[src/rtl/fetch_stage.sv]
// Instruction-fetch stage: owns the PC, reads a 1-cycle-latency synchronous
// instruction memory, and feeds ir/pc1 to the decoder. A downstream stall
// parks the in-flight read in a one-entry skid buffer, so releasing the stall
// inserts no bubble. A redirect squashes the in-flight read and the skid entry.
// Bubbles and squashed slots are the canonical NOP, so the decoder can
// ignore ir_valid.
//
// Handshake: ir/pc1/ir_valid are registered. The decoder consumes them on
// every edge where stall=0. While stall=1 they hold. This is a valid/ready
// pair with ready = ~stall and no combinational path from stall to the
// outputs. imem_en=1 means a read of imem_addr is issued at this edge. Its
// data is on imem_rdata during the following cycle only.
module fetch_stage #(
  parameter logic [31:0] RESET_PC = 32'h0000_0000,
  parameter logic [31:0] NOP_INSN = 32'h0000_0013
) (
  input  logic        clk,
  input  logic        rst,
  input  logic        stall,
  input  logic        redirect_valid,
  input  logic [31:0] redirect_pc,
  output logic        imem_en,
  output logic [31:0] imem_addr,
  input  logic [31:0] imem_rdata,
  output logic [31:0] ir,
  output logic [31:0] pc1,
  output logic        ir_valid
);

  logic [31:0] pc;
  logic        req_valid;
  logic [31:0] req_pc;
  logic        sk_valid;
  logic [31:0] sk_ir;
  logic [31:0] sk_pc;

  // Issue a read whenever the stage advances: not in reset, stall or redirect.
  assign imem_en   = ~rst & ~stall & ~redirect_valid;
  assign imem_addr = pc;

  // PC, in-flight request, skid entry and output registers.
  // Priority: reset > redirect > stall > normal advance.
  always_ff @(posedge clk) begin
    if (rst) begin
      pc        <= RESET_PC;
      req_valid <= 1'b0;
      req_pc    <= 32'h0;
      sk_valid  <= 1'b0;
      sk_ir     <= 32'h0;
      sk_pc     <= 32'h0;
      ir        <= NOP_INSN;
      pc1       <= 32'h0;
      ir_valid  <= 1'b0;
    end else if (redirect_valid) begin
      // Word-align the target. In-flight and skid data are both dropped.
      pc        <= {redirect_pc[31:2], 2'b00};
      req_valid <= 1'b0;
      sk_valid  <= 1'b0;
      ir        <= NOP_INSN;
      ir_valid  <= 1'b0;
    end else if (stall) begin
      // The memory will not hold its data, so park the in-flight word.
      if (req_valid) begin
        sk_ir     <= imem_rdata;
        sk_pc     <= req_pc;
        sk_valid  <= 1'b1;
        req_valid <= 1'b0;
      end
    end else begin
      // The skid entry is older than any new read, so it is presented first.
      if (sk_valid) begin
        ir       <= sk_ir;
        pc1      <= sk_pc;
        ir_valid <= 1'b1;
        sk_valid <= 1'b0;
      end else if (req_valid) begin
        ir       <= imem_rdata;
        pc1      <= req_pc;
        ir_valid <= 1'b1;
      end else begin
        // imem_rdata is not sampled here, so a stale or X value cannot leak.
        ir       <= NOP_INSN;
        ir_valid <= 1'b0;
      end
      req_pc    <= pc;
      req_valid <= 1'b1;
      pc        <= pc + 32'd4;
    end
  end

endmodule

[config.mk]
export PLATFORM = sky130hd
export DESIGN_NAME = fetch_stage
export DESIGN_NICKNAME = d
export VERILOG_FILES = /design/src/rtl/fetch_stage.sv
export SDC_FILE = /design/constraint.sdc
export NUM_CORES = 1
export LEC_CHECK = 0
export CORE_MARGIN = 2
export CORE_UTILIZATION = 46
export DETAILED_ROUTE_END_ITERATION = 8
export GPL_TIMING_DRIVEN = 0
export PLACE_DENSITY_LB_ADDON = 0.08
export SKIP_CTS_REPAIR_TIMING = 1
export SLEW_MARGIN = 40
export SYNTH_ARGS = -nofsm -noshare
export SYNTH_HDL_FRONTEND = slang
export SYNTH_SLANG_ARGS = --single-unit
[constraint.sdc]
create_clock -name clk -period 1.95 [get_ports clk]
set_clock_uncertainty 0.2 [all_clocks]
set_input_delay 0.4875 -clock clk [delete_from_list [all_inputs] [get_ports clk]]
set_output_delay 0.4875 -clock clk [all_outputs]
set_load 0.03 [all_outputs]
==> metrics.md, run 1 <==
| Metric | Value |
|---|---|
| Register area | 3796 µm² |
| Sw Pwr | 2110 µW |
| Final setup fails | 4 |
| WP data required | 2090 ps |
| Worst r2r src | imem_addr[23] |
| DRC | 0 |
| Total power | 8464 µW |
| First-pass GRT wire length | 35.76 mm |
| Hold Path Depth | 3 |
| Fmax | 485.0 MHz |
| Sink Count | 187 |
| Antenna violations before repair | 0 |
| Overall routing resource usage | 0.2525 |
| Clock tree root buffer cell | clkbuf_16 |
| Core Area | 16470 µm² |
| IO Port Bufs | 159 |
| Hold Vio Cnt, Final | 0 |
| Final Cycle Share | 1.057 |
| Worst endpoint data arrival time | 2210 ps |
| Avg Synthesized Cell Area | 8.207 µm² |
| Die area | 17790 µm² |
| Top_reg_cell synth | dfxtp_1 |
| CP Max Fanout | 8 |
| DR pass1 iterations | 5 |
| Detail Route Antenna Nets | 0 |
| Cell count after synthesis | 938 |
| Chip width | 133.4 µm |
| Placed inst area | 9633 µm² |
| Internal | 6354 µW |
| Clock network fraction of total power | 0.421 |
| Total grt overflow | 0 |
| Ys Warns | 0 |
| I/O pins | 166 |
| Violated checks | setup timing |
| Max-slew headroom at the worst pin | 0.4967 |
| Critical path class | reg -> reg |
| Area of the multi-input gates | 3767 µm² |
| Worst R2R Path Depth | 5 |
| Leakage | 0.005008 µW |
| Routed wire per std cell | 16.71 µm |
| Post-synthesis cell type count | 51 |
| PwrDens | 784.9 nW/µm² |
| Reg2reg end | imem_addr[28] |
| RSZ-0062 raised after global routing | true |
| Layout Nets | 1204 |
| Max VDD drop | 0.0006243 V |
| Final instance area | 10780 µm² |
| Post-Synthesis Cell Area | 7699 µm² |
| H-tree levels | 4 |
| Async S/R FF share, synth | 0 |
| Status | finished, violations left |
| Fillers | 1434 |
| HP Start | rst |
| Ratio of cells with drive above 1 in the final layout | 0.1405 |
| Final Util | 0.6549 |
| Drt total wl | 22.82 mm |
| HPWL Detailed | 16.03 mm |
| Min Tclk post-route | 2062 ps |
| Total CTS buffers | 17 |
| Initial core utilization | 0.4676 |
| Setup WS post-layout | -112.0 ps |
| Die Y | 133.4 µm |
| Clock buffer depth | 2 |
| Switching share of total power | 0.2493 |
| Initial DRC count | 385 |
| Worst R2R Setup Slack | -110 ps |
| Slew @ Worst Pin | 755.0 ps |
| Layout area overhead | 40.08% |
| Flops & latches, synth | 187 |
| CTS tree | built |
| Comb pwr share | 0.101 |
| Diodes inserted | 0 |
| Routability cong. | 0.8826 |
| Seq pwr share | 0.478 |
| Vias per inst | 5.395 |
| Vias | 7369 |
| Hold Path Sink | ir[1] |
| Worst setup EP type | register |
| Seq/Total Area, Yosys | 0.4863 |
| Nature of the critical path startpoint | register |
| Worst-Skew Late Latency | 430 ps |
| Placement Setup Slack | -1303 ps |
| Vias in the first global route | 6772 |
| Max-capacitance violation count | 0 |
| Slew Limit Fails | 0 |
| EDFF count, synth | 0 |
| Largest net degree at the start of global routing | 17 |
| Cell Rows | 47 |
| Worst-path clk slew | 70 ps |
| HP Class | in -> reg |
final cells by class:
class / count / area share
well taps: 220 / 0.02552
flip-flops and latches: 187 / 0.3520
repair buffers: 179 / 0.1783
clock buffers: 20 / 0.04235
inverters: 14 / 0.005453
clock inverters: 10 / 0.01323
multi-input cells: 663 / 0.3493
plain buffers: 73 / 0.03376
registers in the layout (all words and copies together) (netlist names):
signal     cells
ir            32
req_valid      1
sk_ir         32
pc1           30
imem_addr     30
ir_valid       1
sk_valid       1
req_pc        30
sk_pc         30
per-layer routing:
metal,routed length [µm],vias up,track usage
li1,-,3643,-
met5,0,-,0
met1,9829,3469,0.3235
met3,1595,27,0.06355
met4,332,0,0.07388
met2,11070,230,0.4224
Yosys cell counts (2+ instances only):
master	instances	area share
nor4_1	7	0.0057
nand4_2	2	0.0032
xnor2_1	11	0.013
nand2_1	244	0.12
or4_1	2	0.0019
a211oi_1	41	0.040
a31oi_1	2	0.0016
mux2i_1	31	0.040
o21ai_0	32	0.021
clkbuf_1	60	0.029
buf_1	5	0.0024
and3_1	4	0.0032
nor2_1	54	0.026
nand3_2	2	0.0026
or3_1	4	0.0032
a2111oi_2	2	0.0039
nand3b_1	3	0.0029
a2111oi_0	3	0.0034
a21oi_1	106	0.069
a311oi_1	6	0.0068
o22ai_1	3	0.0024
dfxtp_1	187	0.49
nor4_4	2	0.0055
nand4_1	8	0.0065
or2_2	4	0.0032
o211ai_1	9	0.0088
and4_1	5	0.0057
nor3_1	12	0.0078
nor2b_1	6	0.0049
buf_4	4	0.0039
clkbuf_2	2	0.0013
inv_1	14	0.0068
a311o_1	2	0.0026
nand3_1	7	0.0046
nand2b_1	2	0.0016
buf_2	6	0.0039
a22oi_1	30	0.029
worst max-delay path by stage:
stage | from | end | slack (ps) | depth (start not counted)
finish | imem_addr[23] | imem_addr[28] | -110 | 5
global route | imem_addr[23] | imem_addr[28] | -180 | 5
CTS | stall | imem_en | -1310 | 5
detailed placement | stall | imem_en | -1300 | 5
global placement | stall | imem_en | -1310 | 5
floorplan | imem_addr[23] | imem_addr[28] | -10 | 5
worst max-delay path, cell delays in order (launching register included):
cell and delay [ps]:
dfxtp_4 350, clkbuf_8 140, nand4_1 170, or4_1 550
or3_1 390, o221ai_1 180
kinds of logic after synthesis:
family          after synthesis  share of synthesized area
compound gates              241                     0.1945
xor+xnor                     12                    0.01365
simple gates                374                     0.2155
fa+ha+maj                     1                   0.001625
other cells                   1                  0.0004871
buf+inv                      91                    0.04762
mux                          31                    0.04031
flops                       187                     0.4863
power by group through the flow:
stage          combinational, µW  sequential (µW)  clock, µW
2_1_floorplan                323             4210          0
3_5_place_dp                 837             4120          0
6_report                     859             4040       3560
3_3_place_gp                 830             4120          0
5_1_grt                      922             4050       3740
4_1_cts                      840             4040       3590
layout by cell type, fill, tap and decap left out, drive strengths merged, types with 31 or more instances in the layout:
cell / count
clkdlybuf4s50: 62
dlymetal6s2s: 88
nand2: 245
clkbuf: 86
nor2: 54
a21oi: 106
dfxtp: 187
o21ai: 32
a211oi: 41
buf: 36
mux2i: 31
metrics by stage:
step           TNS [ps]  hold slack, ps  std cells
5_1_grt          -452.1           229.7       1366
4_1_cts         -122960           255.3       1350
2_1_floorplan    -10.31           236.0        941
3_3_place_gp    -176050           233.5       1320
6_report         -237.4           200.5       1366
3_5_place_dp    -180580           246.1       1320
Power figures use the tool's default switching activity.
==> run 2: changes to the inputs <==
Settings changed: TNS_END_PERCENT set to 10.
==> run 2 against run 1 <==
Effect of this change: highest routed layer unchanged; combinational power is 1% lower; global-route usage down 0.66 points; the run still ends with setup timing left; sequential power hardly changed; clock power down 6.7%; final area decreased by 1.5%; via count decreased by 1.5%; first-iteration DRC count up 6.8%.
==> metrics.md, run 2 (synthesized netlist as in run 1, its figures left out) <==
| Metric | Value |
|---|---|
| Layout Nets | 1197 |
| Fmax | 484.4 MHz |
| Switching share of total power | 0.2528 |
| Total CTS buffers | 17 |
| RSZ-0062 raised after global routing | true |
| Detail Route Antenna Nets | 0 |
| Routability cong. | 0.8883 |
| Most common cell after layout, fill and taps aside | nand2_1 |
| HP Start | ir[6] |
| Fillers | 1477 |
| Worst r2r src | imem_addr[23] |
| Setup WS post-layout | -114.5 ps |
| Vias per inst | 5.340 |
| Vias | 7262 |
| Slowest CP cell | or4_1 |
| Reg2reg end | imem_addr[28] |
| Routed wire per std cell | 16.36 µm |
| CP Max Fanout | 8 |
| Worst endpoint data arrival time | 2200 ps |
| Clock network fraction of total power | 0.405 |
| Internal | 6131 µW |
| Max-capacitance violation count | 0 |
| Worst R2R Setup Slack | -110 ps |
| Hold Path Depth | 2 |
| Final setup fails | 8 |
| Most frequent cells in the layout | nand2_1 (244), dfxtp_1 (162), a21oi_1 (106), dlymetal6s2s_1 (89), clkdlybuf4s50_1 (62) |
| Clock buffer depth | 2 |
| Placement Setup Slack | -1280 ps |
| Comb pwr share | 0.103 |
| Sink Count | 187 |
| Max VDD drop | 0.0006160 V |
| Die area | 17790 µm² |
| H-tree levels | 4 |
| First-pass GRT wire length | 34.91 mm |
| Final Cycle Share | 1.059 |
| Ratio of cells with drive above 1 in the final layout | 0.1238 |
| HP Class | reg -> reg |
| Worst R2R Path Depth | 5 |
| Min Tclk post-route | 2064 ps |
| PwrDens | 772.4 nW/µm² |
| CP Buf/Inv Count | 1 |
| Slew Limit Fails | 0 |
| Cell Rows | 47 |
| Layout area overhead | 37.98% |
| Critical path class | reg -> reg |
| Seq pwr share | 0.492 |
| Antenna violations before repair | 1 |
| Leakage | 0.004951 µW |
| Slew @ Worst Pin | 658.1 ps |
| WP data required | 2090 ps |
| Die Y | 133.4 µm |
| Violated checks | setup timing |
| HPWL Detailed | 15.76 mm |
| Initial DRC count | 411 |
| Largest registers | ir (32), sk_ir (32) |
| Sw Pwr | 2074 µW |
| Status | finished, violations left |
| Nature of the critical path startpoint | register |
| Total grt overflow | 0 |
| CTS tree | built |
| Core Area | 16470 µm² |
| Worst path cell trace | clkbuf_8 -> nand4_1 -> or4_1 -> or3_1 -> o221ai_1 |
| Max-slew headroom at the worst pin | 0.5613 |
| DRC | 0 |
| Worst setup EP type | register |
| Hold Path Sink | ir[6] |
| IO Port Bufs | 159 |
| DR pass1 iterations | 5 |
| I/O pins | 166 |
| Drt total wl | 22.25 mm |
| Hold Vio Cnt, Final | 0 |
| Worst-path clk slew | 70 ps |
| Vias in the first global route | 6624 |
| Clock tree root buffer cell | clkbuf_16 |
| Chip width | 133.4 µm |
| Initial core utilization | 0.4676 |
| CP max stage delay | 540 ps |
| Cell family with most CP delay | simple AND/OR/NAND/NOR gates |
| Largest net degree at the start of global routing | 17 |
| Overall routing resource usage | 0.2459 |
| Worst-Skew Late Latency | 420 ps |
| Final Util | 0.6451 |
run 2: cell count changes in the layout (fill, tap and decap cells not counted), moves of 2 or more:
cell	delta
buf_2	+3
clkbuf_4	+4
bufinv_16	-2
clkbuf_1	+4
nor4_2	-2
clkinvlp_4	-3
clkinv_4	+2
clkinv_2	+3
clkbuf_2	-11
buf_4	-6
nor4_1	+3
run 2: per-stage QoR:
stage	total power (µW)	setup TNS, ps	std cells	area [µm²]	hold WS (ps)
after floorplan	4531	-122.0	941	7756	236.0
after global placement	4948	-166660	1320	9623	235.4
after detailed placement	4953	-170920	1320	9623	246.1
after CTS	8224	-109470	1350	10180	255.3
after global routing	8483	-2104	1360	10620	269.4
final	8205	-509.1	1360	10620	250.0
run 2: worst max-delay path by stage:
stage | start | endpoint | slack [ps] | cells past startpoint
floorplan | imem_addr[8] | imem_addr[26] | -40 | 4
CTS | stall | imem_en | -1290 | 5
finish | imem_addr[23] | imem_addr[28] | -110 | 5
detailed placement | stall | imem_en | -1280 | 5
global placement | stall | imem_en | -1280 | 5
global route | imem_addr[2] | imem_addr[26] | -220 | 6
run 2: power by group through the flow:
stage	Clock (µW)	Combinational, µW	Sequential [µW]
after global routing	3520	914	4050
final	3320	847	4040
after global placement	0	828	4120
after floorplan	0	322	4210
after detailed placement	0	832	4120
after CTS	3350	836	4040
run 2: tightest hold or removal path: stages, from the launching register on:
cell and delay, ps:
dfxtp_1 320, nand2_1 40, o21ai_0 50
run 2: routing by layer:
| layer | global-route usage | vias up | share of wire |
|---|---|---|---|
| met2 | 0.4066 | 216 | 0.48 |
| met1 | 0.3203 | 3383 | 0.44 |
| met4 | 0.06797 | 0 | 0.015 |
| li1 | - | 3635 | - |
| met5 | 0 | - | 0 |
| met3 | 0.06240 | 28 | 0.059 |
run 2: area by class of cell:
cell class                 instances  area, µm²  area share
clock inverter                    10      92.59    0.008716
sequential                       187       3792      0.3570
clock buffer                      20      467.9     0.04405
multi-input combinational        663       3689      0.3472
antenna                            1      2.502   0.0002356
tap                              220      275.3     0.02591
inverter                          14      58.81    0.005536
buffer                            75      381.6     0.03592
timing repair buffer             170       1863      0.1754
==> run 3: changes to the inputs <==
Settings changed: HOLD_SLACK_MARGIN set to 0.15.
==> results of run 3 <==
No change in the layout: final DEF, timing and power equal those of run 2.
